`src/rtl/lcd_window_scheduler.sv`:
```
// lcd_window_scheduler
//   Word source for the shared LCD SPI serializer on the 4-up gauge board.
//   It grants one of four gauge renderers and drops that LCD's chip select.
//   It then pushes CASET/RASET/RAMWR through a one-entry holding register,
//   with the matching D/C level, and streams the window's 16-bit pixels.
//   Finally it closes the transaction with a CS hold time and a done pulse.
//
// Parameters
//   CS_SETUP  clocks from CS low to the first command byte (1..15)
//   CS_HOLD   clocks from serializer idle to CS high, and the minimum
//             idle gap before the next grant (1..15)
//
// Ports
//   clk, rst                 clock, synchronous active-high reset
//   req[3:0]                 per-channel draw request (level)
//   win_x0/x1/y0/y1[31:0]    per-channel inclusive window, channel n at [8n+7:8n]
//   gnt[3:0], done[3:0]      one-hot owner / end-of-transaction pulse
//   pix_data, pix_valid      pixel stream of the granted channel
//   pix_ready                pixel accepted when pix_valid is also high
//   d8_empty/d8_data/d8_read     command/parameter byte handshake
//   d16_empty/d16_data/d16_read  pixel word handshake
//   lcd_busy                 serializer shifting
//   lcd_dc, lcd_cs_n[3:0]    D/C level and per-LCD chip selects
//
// Build option
//   LCD_SCHED_RR_EN  defined: round-robin grant; undefined: fixed priority (ch0 highest)

module lcd_window_scheduler #(
   parameter int unsigned CS_SETUP = 2,
   parameter int unsigned CS_HOLD  = 2
) (
   input  logic        clk,
   input  logic        rst,
   input  logic [3:0]  req,
   input  logic [31:0] win_x0,
   input  logic [31:0] win_x1,
   input  logic [31:0] win_y0,
   input  logic [31:0] win_y1,
   output logic [3:0]  gnt,
   output logic [3:0]  done,
   input  logic [15:0] pix_data,
   input  logic        pix_valid,
   output logic        pix_ready,
   output logic        d8_empty,
   output logic [7:0]  d8_data,
   input  logic        d8_read,
   output logic        d16_empty,
   output logic [15:0] d16_data,
   input  logic        d16_read,
   input  logic        lcd_busy,
   output logic        lcd_dc,
   output logic [3:0]  lcd_cs_n
);

   typedef enum logic [2:0] {
      S_IDLE, S_SETUP, S_SEQ, S_DRAIN, S_PIX, S_CLOSE, S_HOLD
   } state_e;

   state_e      state_q;
   logic [3:0]  gnt_q, done_q, cs_n_q;
   logic        dc_q;
   logic [7:0]  x0_q, x1_q, y0_q, y1_q;
   logic [3:0]  idx_q;
   logic [16:0] cnt_q;
   logic [3:0]  tmr_q, gap_q;
   logic        hold_v_q, hold_w16_q;
   logic [7:0]  d8_q;
   logic [15:0] d16_q;
`ifdef LCD_SCHED_RR_EN
   logic [1:0]  ptr_q;
`endif

   logic        hold_rd_d, hold_free_d, pix_acc_d;
   logic        pick_ok_d;
   logic [1:0]  pick_ch_d, scan_c_d;
   logic [7:0]  seq_byte_d;
   logic        seq_dc_d;
   logic [8:0]  dx_d, dy_d;
   logic [16:0] pix_total_d;

   // The register frees in the same cycle its matching read is seen.
   // That lets a new word load on the same edge (no serializer idle).
   assign hold_rd_d   = hold_v_q & ((~hold_w16_q & d8_read) | (hold_w16_q & d16_read));
   assign hold_free_d = ~hold_v_q | hold_rd_d;
   assign pix_ready   = (state_q == S_PIX) && (cnt_q != '0) && hold_free_d;
   assign pix_acc_d   = pix_ready & pix_valid;

   always_comb begin
      pick_ok_d = 1'b0;
      pick_ch_d = '0;
      scan_c_d  = '0;
      for (int unsigned i = 0; i < 4; i++) begin
`ifdef LCD_SCHED_RR_EN
         scan_c_d = ptr_q + i[1:0];
`else
         scan_c_d = i[1:0];
`endif
         if (!pick_ok_d && req[scan_c_d]) begin
            pick_ok_d = 1'b1;
            pick_ch_d = scan_c_d;
         end
      end
   end

   always_comb begin
      case (idx_q)
         4'd0:    seq_byte_d = 8'h2A;
         4'd2:    seq_byte_d = x0_q;
         4'd4:    seq_byte_d = x1_q;
         4'd5:    seq_byte_d = 8'h2B;
         4'd7:    seq_byte_d = y0_q;
         4'd9:    seq_byte_d = y1_q;
         4'd10:   seq_byte_d = 8'h2C;
         default: seq_byte_d = 8'h00;
      endcase
      seq_dc_d = !((idx_q == 4'd0) || (idx_q == 4'd5) || (idx_q == 4'd10));
   end

   // A swapped window yields zero pixels; the command bytes still carry raw values.
   always_comb begin
      dx_d = {1'b0, x1_q} - {1'b0, x0_q} + 9'd1;
      dy_d = {1'b0, y1_q} - {1'b0, y0_q} + 9'd1;
      if ((x1_q < x0_q) || (y1_q < y0_q)) pix_total_d = '0;
      else                                pix_total_d = {8'd0, dx_d} * {8'd0, dy_d};
   end

   always_ff @(posedge clk) begin
      if (rst) begin
         state_q    <= S_IDLE;
         gnt_q      <= '0;
         done_q     <= '0;
         cs_n_q     <= '1;
         dc_q       <= 1'b0;
         x0_q       <= '0;
         x1_q       <= '0;
         y0_q       <= '0;
         y1_q       <= '0;
         idx_q      <= '0;
         cnt_q      <= '0;
         tmr_q      <= '0;
         gap_q      <= '0;
         hold_v_q   <= 1'b0;
         hold_w16_q <= 1'b0;
         d8_q       <= '0;
         d16_q      <= '0;
`ifdef LCD_SCHED_RR_EN
         ptr_q      <= '0;
`endif
      end else begin
         done_q <= '0;
         if (hold_rd_d) hold_v_q <= 1'b0;
         case (state_q)
            S_IDLE: begin
               if (gap_q != '0) begin
                  gap_q <= gap_q - 4'd1;
               end else if (pick_ok_d) begin
                  gnt_q   <= 4'b0001 << pick_ch_d;
                  x0_q    <= win_x0[{pick_ch_d, 3'b000} +: 8];
                  x1_q    <= win_x1[{pick_ch_d, 3'b000} +: 8];
                  y0_q    <= win_y0[{pick_ch_d, 3'b000} +: 8];
                  y1_q    <= win_y1[{pick_ch_d, 3'b000} +: 8];
                  tmr_q   <= 4'(CS_SETUP - 1);
                  state_q <= S_SETUP;
`ifdef LCD_SCHED_RR_EN
                  ptr_q   <= pick_ch_d + 2'd1;
`endif
               end
            end
            S_SETUP: begin
               cs_n_q <= ~gnt_q;
               if (tmr_q == '0) begin
                  idx_q   <= '0;
                  cnt_q   <= pix_total_d;
                  state_q <= S_SEQ;
               end else begin
                  tmr_q <= tmr_q - 4'd1;
               end
            end
            S_SEQ: begin
               if (idx_q == 4'd11) begin
                  state_q <= (cnt_q != '0) ? S_DRAIN : S_CLOSE;
               end else if (seq_dc_d != dc_q) begin
                  state_q <= S_DRAIN;
               end else if (hold_free_d) begin
                  hold_v_q   <= 1'b1;
                  hold_w16_q <= 1'b0;
                  d8_q       <= seq_byte_d;
                  idx_q      <= idx_q + 4'd1;
               end
            end
            // D/C only flips once the register is empty and the serializer is idle.
            // The byte list ending (idx 11) means the next phase is pixels.
            S_DRAIN: begin
               if (!hold_v_q && !lcd_busy) begin
                  dc_q    <= ~dc_q;
                  state_q <= (idx_q == 4'd11) ? S_PIX : S_SEQ;
               end
            end
            S_PIX: begin
               if (cnt_q == '0) begin
                  state_q <= S_CLOSE;
               end else if (pix_acc_d) begin
                  hold_v_q   <= 1'b1;
                  hold_w16_q <= 1'b1;
                  d16_q      <= pix_data;
                  cnt_q      <= cnt_q - 17'd1;
               end
            end
            S_CLOSE: begin
               if (!hold_v_q && !lcd_busy) begin
                  tmr_q   <= 4'(CS_HOLD - 1);
                  state_q <= S_HOLD;
               end
            end
            S_HOLD: begin
               if (tmr_q == '0) begin
                  cs_n_q  <= '1;
                  done_q  <= gnt_q;
                  gnt_q   <= '0;
                  dc_q    <= 1'b0;
                  gap_q   <= 4'(CS_HOLD - 1);
                  state_q <= S_IDLE;
               end else begin
                  tmr_q <= tmr_q - 4'd1;
               end
            end
            default: state_q <= S_IDLE;
         endcase
      end
   end

   assign gnt       = gnt_q;
   assign done      = done_q;
   assign lcd_cs_n  = cs_n_q;
   assign lcd_dc    = dc_q;
   assign d8_empty  = ~(hold_v_q & ~hold_w16_q);
   assign d16_empty = ~(hold_v_q & hold_w16_q);
   assign d8_data   = d8_q;
   assign d16_data  = d16_q;

endmodule

```
`config.mk`:
```
export PLATFORM = sky130hd
export DESIGN_NAME = lcd_window_scheduler
export DESIGN_NICKNAME = d
export VERILOG_FILES = /design/src/rtl/lcd_window_scheduler.sv
export SDC_FILE = /design/constraint.sdc
export NUM_CORES = 1
export LEC_CHECK = 0
export CAP_MARGIN = 20
export CORE_ASPECT_RATIO = 0.7
export CORE_UTILIZATION = 44
export CTS_BUF_LIST = sky130_fd_sc_hd__clkbuf_2
export DETAILED_ROUTE_END_ITERATION = 10
export PLACE_DENSITY_LB_ADDON = 0.15
export SYNTH_ARGS = -nofsm -noshare
export SYNTH_HDL_FRONTEND = slang
export SYNTH_SLANG_ARGS = --single-unit
export TNS_END_PERCENT = 1
```
`constraint.sdc`:
```
create_clock -name clk -period 8.45 [get_ports clk]
set_input_delay 1.2675 -clock clk [delete_from_list [all_inputs] [get_ports clk]]
set_output_delay 1.2675 -clock clk [all_outputs]
set_load 0.02 [all_outputs]
```
* Yosys cells after proc, flatten, opt, wreduce, memory -nomap -nowiden *
Index checks and enable logic that the tools add are counted.
W data, S select, Z words.

storage, ports and cells
  flip-flop bits (word level) = 103
  input port bits = 154
  output and inout bits = 40
  word-level logic and storage cells = 183

operators by class
  $add $sub $neg = 8
  multipliers = 1
  order comparisons = 2
  eq/ne operators = 29
  shifts and indexed selects = 5
  multiplexer cells = 59
  bitwise logic cells = 20
  reductions and logical operators = 42

operators with widths
  operator                 number
  $shiftx A32 B6 Y8        4
  $mux W17                 4
  $pmux W8 S7              1
  $mux W4                  13
  $pmux W17 S2             1
  $mux W3                  11
  $pmux W4 S2              4
  $ne A2 B2 Y1 const B     13
  $pmux W3 S7              1
  $add A9 B1 Y9 const B    2
  $mux W1                  18
  $sub A8 B8 Y9            2
  $logic_not A17 Y1        1
  $mul A9 B9 Y17           1
  $reduce_bool A17 Y1      1
  $sub A17 B1 Y17 const B  1
  $lt A8 B8 Y1             2
  $eq A4 B3 Y1 const B     3
  $eq A4 B4 Y1 const B     3
  $pmux W4 S3              1
  $reduce_and A3 Y1        4
  $reduce_and A4 Y1        3
  $reduce_bool A2 Y1       6
  $not A1 Y1               11
  other kinds (28)         55

* Longest topological paths before layout *
  word-level depth = 14
  mapped depth = 28
  mapped depth without buffers = 28

* Worst setup path before layout *
No wires, ideal clock.

  kind = flip-flop to flip-flop
  start point = register y0_q[1]
  end point = register cnt_q[15]
  setup time = 0.130 ns
  arrival time = 6.238 ns
  required time = 8.320 ns
  setup slack = 2.083 ns
  cell stages (with the launch flop) = 27
  buffers on the path = 0
  clock period less this slack = 6.367 ns
  path through = dfxtp_1 > inv_1 > ha_1 > inv_1 > ha_1 > fa_1 > nor2b_1 > o21ai_0 > nand2_1 > a21o_1 > a21o_1 > xnor2_1 > nor2_1 > fa_1 > fa_1 > fa_1 > inv_1 > fa_1 > inv_1 > ha_1 > o21a_1 > or2_2 > a31oi_1 > o31ai_1 > xor2_1 > a221oi_1 > nor3_2

between the ends
  word-level cells in the longest chain between the ends = 6
  elaborated cells between the ends (all ways) = 8
  those cells by class = 2 x add/sub; 1 x mul; 1 x order compare; 3 x mux; 1 x reduce/logical

ends and longest elaborated chain
  element                   line  source
  start: declaration        62    logic [7:0] x0_q, x1_q, y0_q, y1_q;
  start signal: assignment  160   y0_q <= win_y0[{pick_ch_d, 3'b000} +: 8];
  $sub A8 B8 Y9             122   dy_d = {1'b0, y1_q} - {1'b0, y0_q} + 9'd1;
  $add A9 B1 Y9             122
  $mul A9 B9 Y17            124   else pix_total_d = {8'd0, dx_d} * {8'd0, dy_d};
  $mux W17 (*)              123   if ((x1_q < x0_q) || (y1_q < y0_q)) pix_total_d = '0;
  $mux W17 (*)              171   if (tmr_q == '0) begin
  $pmux W17 S2 (*)          152   case (state_q)
  end signal: assignment    173   cnt_q <= pix_total_d;
  end signal: assignment    206   cnt_q <= cnt_q - 17'd1;
  end: declaration          64    logic [16:0] cnt_q;

Every way passes the cells marked *; elsewhere a longest branch is shown, timed or not. The select of a mux whose other input is x is not followed.
A chain may end at the register's enable or synchronous reset.

* Worst setup path after layout *
  start point = register y0_q[1]
  end point = register cnt_q[16]

The elaborated chain is that of the path after synthesis.

==> results.txt <==
----------------------------------------------------
[Timing]
  Unrepaired setup endpoints after global routing ... no
  Actual transition at the worst max-transition pin ... 1.02 ns
  Highest achievable clock rate ... 145 MHz
  Clock skew after layout ... 0.0424 ns
  Post-layout min period ... 6.91 ns
  Final sum of negative setup slack ... 0 ns
  Final setup violation count ... 0
  Hold Violations, Final ... 0
  Share of the cycle needed by the critical path after routing ... 81.7%
  Headroom to the max-slew limit ... 31.3%
  Number of max-slew violations in the final report ... 0

[Clock tree]
  Sink Count ... 103
  Clock insertion delay at the later pin of the skew report ... 0.66 ns
  Num CTS Buffers ... 9
  Resize count post-CTS ... 0
  Max H-tree Level ... 3
  Clk slew on worst S/H paths ... 0.33 ns
  Post-CTS repair timing setup buffer count ... 0
  CTS tree ... built
  Root buffer selected by CTS ... clkbuf_2
  Worst-case clock buffer depth ... 2
  CTS Hold Buffers Added ... 0

[Global route]
  Global-route wire length before repair ... 40400 um
  Total gr overflow ... 0
  Number of global-route vias before repair ... 7869
  Largest net degree at the start of global routing ... 76
  Number of antenna violations at the first check in global routing ... 1
  Total Routing Usage GR ... 23.2%

[Die]
  Core area ... 20800 um^2
  Die span in y ... 124 um
  Initial cell density of the core ... 44.9%
  Number of core rows ... 44
  Floorplan die width ... 176 um
  Die outline area ... 21800 um^2
  Top-level I/O count ... 194

[Drt]
  Number of vias in the routed layout ... 8915
  Drt pass-1 iters ... 6
  Number of vias per cell ... 5.41
  Total routed wirelength ... 25500 um
  DR iter-0 viols ... 758
  Post-route DRC ... 0
  Count of nets left with antenna violations after detail routing ... 0
  Average wire length per cell after detail routing ... 15.5 um

[Yosys]
  Average footprint of a synthesized cell ... 7.69 um^2
  Most used DFF post-synth ... dfxtp_1
  Cell Area, Synth ... 9320 um^2
  Area share of and/or/nand/nor cells after synthesis ... 22.2%
  Dominant combinational cell family by area after synthesis ... adder cells
  Proportion of synthesized chip area in sequential cells ... 22.1%
  Multiplexer share of the synthesized area ... 1.18%
  Total nets after synthesis ... 1500
  Flop and latch count out of synthesis ... 103
  Xor and xnor area share after synthesis ... 4.23%
  Count of flip-flops with a built-in enable after synthesis ... 0
  Netlist cell types ... 67
  Area fraction in compound gates after synthesis ... 20.1%
  Async SR Flop Fraction ... 0%
  Warnings, synthesis ... 0
  Fraction of the mapped netlist area in adder cells ... 22.6%
  Gate count of the mapped netlist ... 1212

[Final layout]
  Number of nets in the finished design ... 1654
  Most common cell after layout, fill and taps aside ... clkdlybuf4s50_1
  Layout-stage area growth over the synthesis result ... 24.2%
  Storage cell area ... 2060 um^2
  Leading cell types in the layout, fill and taps excluded ... clkdlybuf4s50_1, nand2_1, nor2_1, inv_1, dfxtp_1
  Footprint of the multi-input gates ... 6560 um^2
  Cell area after layout ... 11600 um^2
  Share of final-layout standard cells stronger than drive strength 1 ... 4.23%
  Filler cells ... 1903

[Placement]
  Number of port buffers ... 193
  Final RePlAce weighted congestion ... 0.896
  Post-detailed-placement cell area ... 11500 um^2
  HPWL after detailed placement ... 20200 um

[Worst setup path]
  Worst-path fanout max ... 6
  Required time of the critical path ... 9.05 ns
  Crit path DAT ... 7.51 ns
  Kind of launch point of the worst setup path ... flop
  Crit Path Class ... reg2reg
  Kind of capture point of the worst setup path ... flop

[Hold path]
  Classification of the worst-slack hold path ... reg2reg

[Job]
  Maximum capacitance violations ... 0

[Outcome]
  Run status ... completed

----------------------------------------------------
-- metrics by stage --
step	utilization [%]	cells	setup slack (ns)	hold slack [ns]
after detailed placement	55.2	1631	1.61	0.446
after floorplan	-	1212	2.08	0.449
after global placement	55.2	1631	1.78	0.441
after CTS	55.8	1647	1.57	0.470
after global routing	55.8	1648	1.20	0.479
final	55.8	1648	1.54	0.471
-- sequential cells by signal, indices dropped and copies added, names as in the netlist --
| signal | count |
|---|---|
| x1_q | 8 |
| cnt_q | 17 |
| gap_q | 4 |
| x0_q | 8 |
| lcd_dc | 1 |
| hold_v_q | 1 |
| gnt | 4 |
| state_q | 3 |
| d8_data | 8 |
| done | 4 |
| tmr_q | 4 |
| idx_q | 4 |
| y0_q | 8 |
| y1_q | 8 |
| lcd_cs_n | 4 |
| hold_w16_q | 1 |
| d16_data | 16 |
-- critical path, stage by stage, from the launching register on --
cell and delay, ns:
dfxtp_1 0.45, inv_1 0.06, ha_1 0.28, inv_1 0.04, ha_1 0.19, fa_1 0.43
nor2b_1 0.16, o21ai_0 0.15, nand2_1 0.13, a21o_1 0.19, a21o_1 0.20, xnor2_1 0.46
nor2_1 0.15, fa_1 0.51, fa_1 0.52, fa_1 0.54, inv_1 0.05, fa_1 0.52
inv_1 0.04, ha_1 0.23, or3_1 0.39, o21ba_2 0.27, o31ai_1 0.12, nor4_1 0.30
nor3_1 0.10, xor2_1 0.18, o31ai_1 0.18
-- final cells by class --
type / instances / share of cell area [%]
clock inverters: 7 / 0.745
multi-input cells: 922 / 56.6
repair buffers: 203 / 17.3
clock buffers: 9 / 0.389
well taps: 276 / 2.98
diodes: 1 / 0.0216
flip-flops and latches: 103 / 17.8
inverters: 127 / 4.11
-- kinds of logic (layout without fill, tap and decap cells) --
kind of cell / count (synthesis) / after routing
AND/OR/NAND/NOR: 449 / 449
AO/OA/AOI/OAI: 283 / 283
buffers and inverters: 187 / 346
adder cells (fa/ha/maj): 134 / 134
flip-flops: 103 / 103
XOR/XNOR: 45 / 45
multiplexers: 11 / 11
other: 0 / 1
-- worst paths after layout --
check | endpoint | slack, ns | cells past startpoint | startpoint
min reg2reg | d16_data[11] | 0.47 | 2 | d16_data[11]
max | cnt_q[16] | 1.54 | 26 | y0_q[1]
min | d16_data[11] | 0.47 | 2 | d16_data[11]
max reg2reg | cnt_q[16] | 1.54 | 26 | y0_q[1]
-- metal layers --
layer  wire length [um]  global-route usage [%]
met5                  0                       0
met4                202                    3.53
met3               2060                    5.28
met2              10900                    34.9
met1              12300                    34.0
-- cells in the mapped netlist, drive strengths merged, types with 2 or more instances --
library cell | count | share of area (%)
a2111oi | 2 | 0.19
a211oi | 47 | 3.9
a21boi | 2 | 0.20
a21o | 5 | 0.40
a21oi | 96 | 5.2
a221oi | 13 | 1.4
a22oi | 8 | 0.64
a311oi | 25 | 2.3
a31oi | 5 | 0.34
and2 | 36 | 2.4
and3 | 4 | 0.27
buf | 14 | 0.70
clkbuf | 46 | 1.9
dfxtp | 103 | 22
fa | 57 | 12
ha | 77 | 10
inv | 127 | 5.1
mux2i | 11 | 1.2
nand2 | 160 | 6.4
nand2b | 12 | 0.81
nand3 | 8 | 0.43
nand3b | 6 | 0.48
nor2 | 143 | 6.0
nor2b | 7 | 0.47
nor3 | 34 | 1.9
nor3b | 6 | 0.48
nor4 | 5 | 0.34
o2111ai | 2 | 0.19
o211ai | 5 | 0.40
o21a | 4 | 0.32
o21ai | 44 | 2.4
o21bai | 5 | 0.40
o22ai | 3 | 0.20
o31ai | 6 | 0.48
or2 | 11 | 0.76
or3 | 6 | 0.40
or3b | 3 | 0.28
or4 | 5 | 0.48
xnor2 | 24 | 2.3
xor2 | 21 | 2.0
Power is left out: the tool's default activity adds up to more than one toggle a clock period on the data nets, which glitch-free logic cannot reach.
